--- config.mk ---
export PLATFORM = sky130hd
export DESIGN_NAME = pipe_stage_skid
export DESIGN_NICKNAME = d
export VERILOG_FILES = /design/src/rtl/pipe_stage_skid_pkg.sv /design/src/rtl/pipe_stage_skid_entry.sv /design/src/rtl/pipe_stage_skid.sv
export SDC_FILE = /design/constraint.sdc
export NUM_CORES = 1
export LEC_CHECK = 0
export CORE_ASPECT_RATIO = 0.7
export CORE_MARGIN = 2
export CORE_UTILIZATION = 34
export DETAILED_ROUTE_END_ITERATION = 10
export PLACE_DENSITY = 0.69
export RECOVER_POWER = 100
export SLEW_MARGIN = 20
export SYNTH_ARGS = -nofsm -noshare
export SYNTH_HDL_FRONTEND = slang
export SYNTH_HIERARCHICAL = 1
export SYNTH_SLANG_ARGS = --single-unit
--- constraint.sdc ---
create_clock -name clk_i -period 6 [get_ports clk_i]
set_clock_uncertainty 0.1 [all_clocks]
set_input_delay 1.2 -clock clk_i [delete_from_list [all_inputs] [get_ports clk_i]]
set_output_delay 1.2 -clock clk_i [all_outputs]
set_load 0.05 [all_outputs]
--- src/rtl/pipe_stage_skid_pkg.sv ---
// Shared types for the elastic pipeline stage.
// - ctrl_s / data_s: packed views of the ID/EX control and data vectors; wrappers bit-cast
//   these into the stage's flat control and data ports.
// - pipe_state_e: how many entries the stage currently holds.
package pipe_stage_skid_pkg;

  localparam int unsigned CtrlWidth = 32;
  localparam int unsigned DataWidth = 128;

  typedef struct packed {
    logic [7:0] alu_op;
    logic [4:0] rd;
    logic       reg_write;
    logic       mem_read;
    logic       mem_write;
    logic [2:0] funct3;
    logic [1:0] src_sel;
    logic       branch;
    logic       jump;
    logic [8:0] rsvd;
  } ctrl_s;

  typedef struct packed {
    logic [31:0] pc;
    logic [31:0] rs1_val;
    logic [31:0] rs2_val;
    logic [31:0] imm;
  } data_s;

  typedef enum logic [1:0] {
    StEmpty = 2'd0,
    StOne   = 2'd1,
    StTwo   = 2'd2
  } pipe_state_e;

endpackage

--- src/rtl/pipe_stage_skid_entry.sv ---
// One storage slot of the pipeline stage: a valid bit plus control/data payload.
// Ports:
//   clk_i, rst_ni  clock, synchronous active-low reset
//   clear_i        synchronous clear (flush); beats load_i
//   load_i         write valid_i/ctrl_i/data_i this cycle
//   valid_i        valid bit to store; a 0 stores a bubble
//   ctrl_i/data_i  payload to store
//   valid_o, ctrl_o, data_o  stored contents
module pipe_stage_skid_entry #(
  parameter int unsigned     CtrlW     = 32,
  parameter int unsigned     DataW     = 128,
  parameter logic [CtrlW-1:0] CtrlClear = '0,
  parameter bit              DataClear = 1'b1
) (
  input  logic             clk_i,
  input  logic             rst_ni,
  input  logic             clear_i,
  input  logic             load_i,
  input  logic             valid_i,
  input  logic [CtrlW-1:0] ctrl_i,
  input  logic [DataW-1:0] data_i,
  output logic             valid_o,
  output logic [CtrlW-1:0] ctrl_o,
  output logic [DataW-1:0] data_o
);

  logic             valid_q, valid_d;
  logic [CtrlW-1:0] ctrl_q, ctrl_d;
  logic [DataW-1:0] data_q, data_d;

  always_comb begin
    valid_d = valid_q;
    ctrl_d  = ctrl_q;
    data_d  = data_q;
    if (clear_i) begin
      valid_d = 1'b0;
      ctrl_d  = CtrlClear;
      if (DataClear) data_d = '0;
    end else if (load_i) begin
      valid_d = valid_i;
      ctrl_d  = valid_i ? ctrl_i : CtrlClear;
      if (valid_i) begin
        data_d = data_i;
      end else if (DataClear) begin
        data_d = '0;
      end
    end
  end

  always_ff @(posedge clk_i) begin
    if (!rst_ni) begin
      valid_q <= 1'b0;
      ctrl_q  <= CtrlClear;
    end else begin
      valid_q <= valid_d;
      ctrl_q  <= ctrl_d;
    end
  end

  // Without DataClear the data flops carry no reset: only valid qualifies them.
  always_ff @(posedge clk_i) begin
    if (!rst_ni && DataClear) begin
      data_q <= '0;
    end else if (rst_ni) begin
      data_q <= data_d;
    end
  end

  assign valid_o = valid_q;
  assign ctrl_o  = ctrl_q;
  assign data_o  = data_q;

endmodule

--- src/rtl/pipe_stage_skid.sv ---
// Elastic pipeline stage register with valid/ready handshake and optional skid entry.
// Ports:
//   clk_i, rst_ni            clock, synchronous active-low reset
//   flush_i                  drop every held and incoming entry
//   in_valid_i/in_ready_o    upstream handshake, in_ctrl_i/in_data_i payload
//   out_valid_o/out_ready_i  downstream handshake, out_ctrl_o/out_data_o head payload
//   occupancy_o              number of valid entries held
// Skid=0: one entry, in_ready_o depends combinationally on out_ready_i.
// Skid=1: head + skid entry, in_ready_o comes from flops only.
module pipe_stage_skid
  import pipe_stage_skid_pkg::*;
#(
  parameter int unsigned      CtrlW     = CtrlWidth,
  parameter int unsigned      DataW     = DataWidth,
  parameter bit               Skid      = 1'b1,
  parameter logic [CtrlW-1:0] CtrlClear = '0,
  parameter bit               DataClear = 1'b1
) (
  input  logic             clk_i,
  input  logic             rst_ni,
  input  logic             flush_i,
  input  logic             in_valid_i,
  output logic             in_ready_o,
  input  logic [CtrlW-1:0] in_ctrl_i,
  input  logic [DataW-1:0] in_data_i,
  output logic             out_valid_o,
  input  logic             out_ready_i,
  output logic [CtrlW-1:0] out_ctrl_o,
  output logic [DataW-1:0] out_data_o,
  output logic [1:0]       occupancy_o
);

  pipe_state_e state_q, state_d;

  logic             accept, issue;
  logic             main_load, main_from_skid, main_valid_in, main_valid;
  logic [CtrlW-1:0] main_ctrl_in, main_ctrl;
  logic [DataW-1:0] main_data_in, main_data;
  logic             skid_load, skid_valid_in, skid_valid;
  logic [CtrlW-1:0] skid_ctrl;
  logic [DataW-1:0] skid_data;

  if (Skid) begin : g_ready_reg
    assign in_ready_o = (state_q != StTwo);
  end else begin : g_ready_comb
    assign in_ready_o = ~main_valid | out_ready_i;
  end

  assign accept = in_valid_i & in_ready_o;
  assign issue  = main_valid & out_ready_i;

  // With Skid=0 an accept in StOne always coincides with an issue, so StTwo is unreachable.
  always_comb begin
    state_d        = state_q;
    main_load      = 1'b0;
    main_from_skid = 1'b0;
    main_valid_in  = 1'b0;
    skid_load      = 1'b0;
    skid_valid_in  = 1'b0;
    unique case (state_q)
      StEmpty: begin
        if (accept) begin
          main_load     = 1'b1;
          main_valid_in = 1'b1;
          state_d       = StOne;
        end
      end
      StOne: begin
        if (accept && issue) begin
          main_load     = 1'b1;
          main_valid_in = 1'b1;
        end else if (accept) begin
          skid_load     = 1'b1;
          skid_valid_in = 1'b1;
          state_d       = StTwo;
        end else if (issue) begin
          main_load = 1'b1;
          state_d   = StEmpty;
        end
      end
      StTwo: begin
        if (issue) begin
          main_load      = 1'b1;
          main_from_skid = 1'b1;
          main_valid_in  = 1'b1;
          skid_load      = 1'b1;
          state_d        = StOne;
        end
      end
      default: state_d = StEmpty;
    endcase
    if (flush_i) state_d = StEmpty;
  end

  always_ff @(posedge clk_i) begin
    if (!rst_ni) begin
      state_q <= StEmpty;
    end else begin
      state_q <= state_d;
    end
  end

  assign main_ctrl_in = main_from_skid ? skid_ctrl : in_ctrl_i;
  assign main_data_in = main_from_skid ? skid_data : in_data_i;

  pipe_stage_skid_entry #(
    .CtrlW    (CtrlW),
    .DataW    (DataW),
    .CtrlClear(CtrlClear),
    .DataClear(DataClear)
  ) u_main (
    .clk_i  (clk_i),
    .rst_ni (rst_ni),
    .clear_i(flush_i),
    .load_i (main_load),
    .valid_i(main_valid_in),
    .ctrl_i (main_ctrl_in),
    .data_i (main_data_in),
    .valid_o(main_valid),
    .ctrl_o (main_ctrl),
    .data_o (main_data)
  );

  if (Skid) begin : g_skid
    pipe_stage_skid_entry #(
      .CtrlW    (CtrlW),
      .DataW    (DataW),
      .CtrlClear(CtrlClear),
      .DataClear(DataClear)
    ) u_skid (
      .clk_i  (clk_i),
      .rst_ni (rst_ni),
      .clear_i(flush_i),
      .load_i (skid_load),
      .valid_i(skid_valid_in),
      .ctrl_i (in_ctrl_i),
      .data_i (in_data_i),
      .valid_o(skid_valid),
      .ctrl_o (skid_ctrl),
      .data_o (skid_data)
    );
  end else begin : g_no_skid
    assign skid_valid = 1'b0;
    assign skid_ctrl  = CtrlClear;
    assign skid_data  = '0;
  end

  assign out_valid_o = main_valid;
  assign out_ctrl_o  = main_valid ? main_ctrl : CtrlClear;
  assign out_data_o  = main_data;
  assign occupancy_o = {1'b0, main_valid} + {1'b0, skid_valid};

endmodule

==> flow_metrics.tcl <==
set metrics [dict create \
    cp_max_fo 90 \
    r2r_slack_ns 2.02 \
    worst_skew_pair.late_latency_ns 0.53 \
    slew_headroom_pct -41.1 \
    fp.coreArea_um2 43500 \
    antenna_found_initial 6 \
    tns_ns 0 \
    drt-initial-drc-count 831 \
    fin_hold_ws_ns 0.365 \
    port-buffer-count 328 \
    h-tree-depth 2 \
    syn_area_um2 14900 \
    stdcell_area_um2 19400 \
    grt_use_total_pct 18.3 \
    drc 0 \
    ir_drop_mv 0.144 \
    setup_violations 0 \
    slew_viol_final 254 \
    clkTransAtPathRegs_ns 0.06 \
    final_cells 2520 \
    path_class "in -> reg" \
    post-route-worst-setup-slack_ns 1.44 \
    dpl_worst_slack_ns 2.03 \
    end_kind "register" \
    dieWidth_um 254 \
    placed_area_um2 18200 \
    reg2reg_depth 7 \
    drive_gt1_share_pct 12.1 \
    initial_core_util_pct 34.3 \
    drt_pre_antenna_iters 5 \
    postSynthCellCount 1678 \
    cts.sinks 324 \
    cts_max_path_buffers 3 \
    root_buffer "clkbuf_16" \
    fmax_ghz 0.219 \
    gr-total-overflow 0 \
    synthTopCellsByArea "dfxtp_1, nand2b_1, mux2_2, a21oi_1, nand3_1" \
    critPathArrivalTime_ns 4.82 \
    cts_tree "yes" \
    hold_depth 2 \
    power.density_nw_per_um2 254 \
    synth.distinct_cells 28 \
    num_vias 12800 \
    p_total_mw 4.91 \
    totalWireLength_mm 44.0 \
    ys_ff_latch 324 \
    p_leak_nw 6.60 \
    syn-num-nets 1849 \
    dp_hpwl_mm 26.5 \
    status "complete, but fails checks" \
    syn2layout_area_growth_pct 30.0 \
    numCtsBuffers 36 \
    fillCellCount 4168 \
    rows 64 \
    worstMarginPinSlew_ns 2.12 \
    worstPathRequired_ns 6.26 \
    worstSetupStartpointType "primary input" \
    rsz0062_at_grt "false" \
    nets 2066 \
    violations "max-capacitance violations, max-slew violations" \
    grt_start_max_net_pins 211 \
    grt_pass1_vias 12400 \
    hold_end "u_main/data_o[59]" \
    die_area_um2 45600 \
    timing.rr.end "g_skid.u_skid/ctrl_o[8]" \
    avgSynthCellArea_um2 8.88 \
    dp.cells 2451 \
    reg2reg_from "u_main/valid_o" \
    synth_top_area_cell "dfxtp_1" \
    final_core_util_pct 44.6 \
    cts_hold_buf 0 \
    avgViaCountPerCell 5.08 \
    fin_crit_ns 4.56 \
    finalCritPeriodShare_pct 76.0 \
    wl_per_cell_um 17.5 \
    hp-class "reg -> reg" \
    cts_resized 0 \
    ant_nets 0 \
    cap_violations 3 \
    ff_latch_area_um2 6490 \
    hold_start "u_main/data_o[59]" \
    synth_warnings 6 \
    synth_top_area_share_pct 43.5 \
    multi_input_comb_area_um2 7500 \
    fp.dieH_um 179 \
    hold_viol_final 0 \
    seq_area_frac_synth_pct 43.5 \
    pin_count 329 \
    cts_setup_buffers 0 \
    gp_congestion 0.782 \
    grt_pass1_wl_mm 67.5 \
]
==> flip-flops by register name, summed over array words and instances, names as in the netlist <==
register               flops
g_skid.u_skid/ctrl_o      32
g_skid.u_skid/valid_o      1
u_main/data_o            128
u_main/ctrl_o             32
state_q                    2
u_main/valid_o             1
g_skid.u_skid/data_o     128
==> layout by cell type, fill, tap and decap left out, drive strengths merged, types with 7 or more instances in the layout <==
cell	netlist	layout
dfxtp	324	324
a21oi	324	324
nand3	323	323
nand2b	323	323
clkdlybuf4s50	0	164
dlygate4sd3	0	164
mux2	160	160
clkbuf	63	56
and2	32	32
buf	100	12
diode	0	7
==> area by class of cell <==
cell class              instances  share of cell area (%)
repair buffers                342                    17.8
clock inverters                 8                   0.536
flip-flops and latches        324                    33.5
multi-input cells            1187                    38.7
diodes                          7                  0.0904
clock buffers                  54                    5.42
inverters                       4                  0.0969
well taps                     594                    3.84
==> power by group <==
part / total [mW] / internal [mW] / switching [mW]
clock: 2.21 / 1.30 / 0.908
sequential: 2.19 / 2.17 / 0.0123
combinational: 0.521 / 0.227 / 0.294
==> Yosys cell counts (all sizes together) <==
cell,number
a21boi,2
a21oi,324
and2,32
and2b,1
buf,100
clkbuf,63
dfxtp,324
ha,6
inv,4
mux2,160
mux2i,2
nand2,1
nand2b,323
nand3,323
nand3b,1
nor2,3
nor2b,2
o21a,1
o21bai,1
o31ai,2
or2,1
or3,1
or4,1
==> logic make-up (layout without fill, tap and decap cells) <==
group,after synthesis,in the layout,synth area share (%)
muxes,162,162,12.2
adders and majority gates,6,6,0.504
buffers and inverters,167,408,6.28
and+or+nand+nor,689,689,26.3
other,0,7,0
AOI/OAI and AO/OA,330,330,11.2
DFF,324,324,43.5
==> layer usage <==
layer / share of wire [%] / global-route usage [%] / wire length [um] / vias up
li1: - / - / - / 6200
met4: 2.6 / 6.40 / 1140 / 4
met5: 0.061 / 0 / 27 / -
met1: 45 / 24.1 / 19900 / 6131
met3: 6.7 / 5.17 / 2940 / 79
met2: 45 / 28.5 / 20000 / 377
==> worst max-delay path: stages <==
cell and delay (ns):
dlygate4sd3_1 0.62, nand2_1 0.14, nand3_1 0.21, clkinvlp_4 1.36, buf_4 0.85, nand3_1 0.18, a21oi_1 0.08
==> worst max path at each step <==
stage                         startpoint                       end  slack (ns)  cells after the start
after floorplan              out_ready_i  g_skid.u_skid/data_o[64]        3.13                      9
after global placement       out_ready_i         u_main/ctrl_o[12]        2.06                      7
after detailed placement     out_ready_i         u_main/ctrl_o[29]        2.03                      7
after CTS                 u_main/valid_o             out_ctrl_o[0]        2.34                      3
after global routing         out_ready_i  g_skid.u_skid/ctrl_o[12]        1.23                      7
final                        out_ready_i   g_skid.u_skid/ctrl_o[8]        1.44                      7
Note: power is estimated with default switching activity, not from simulation.
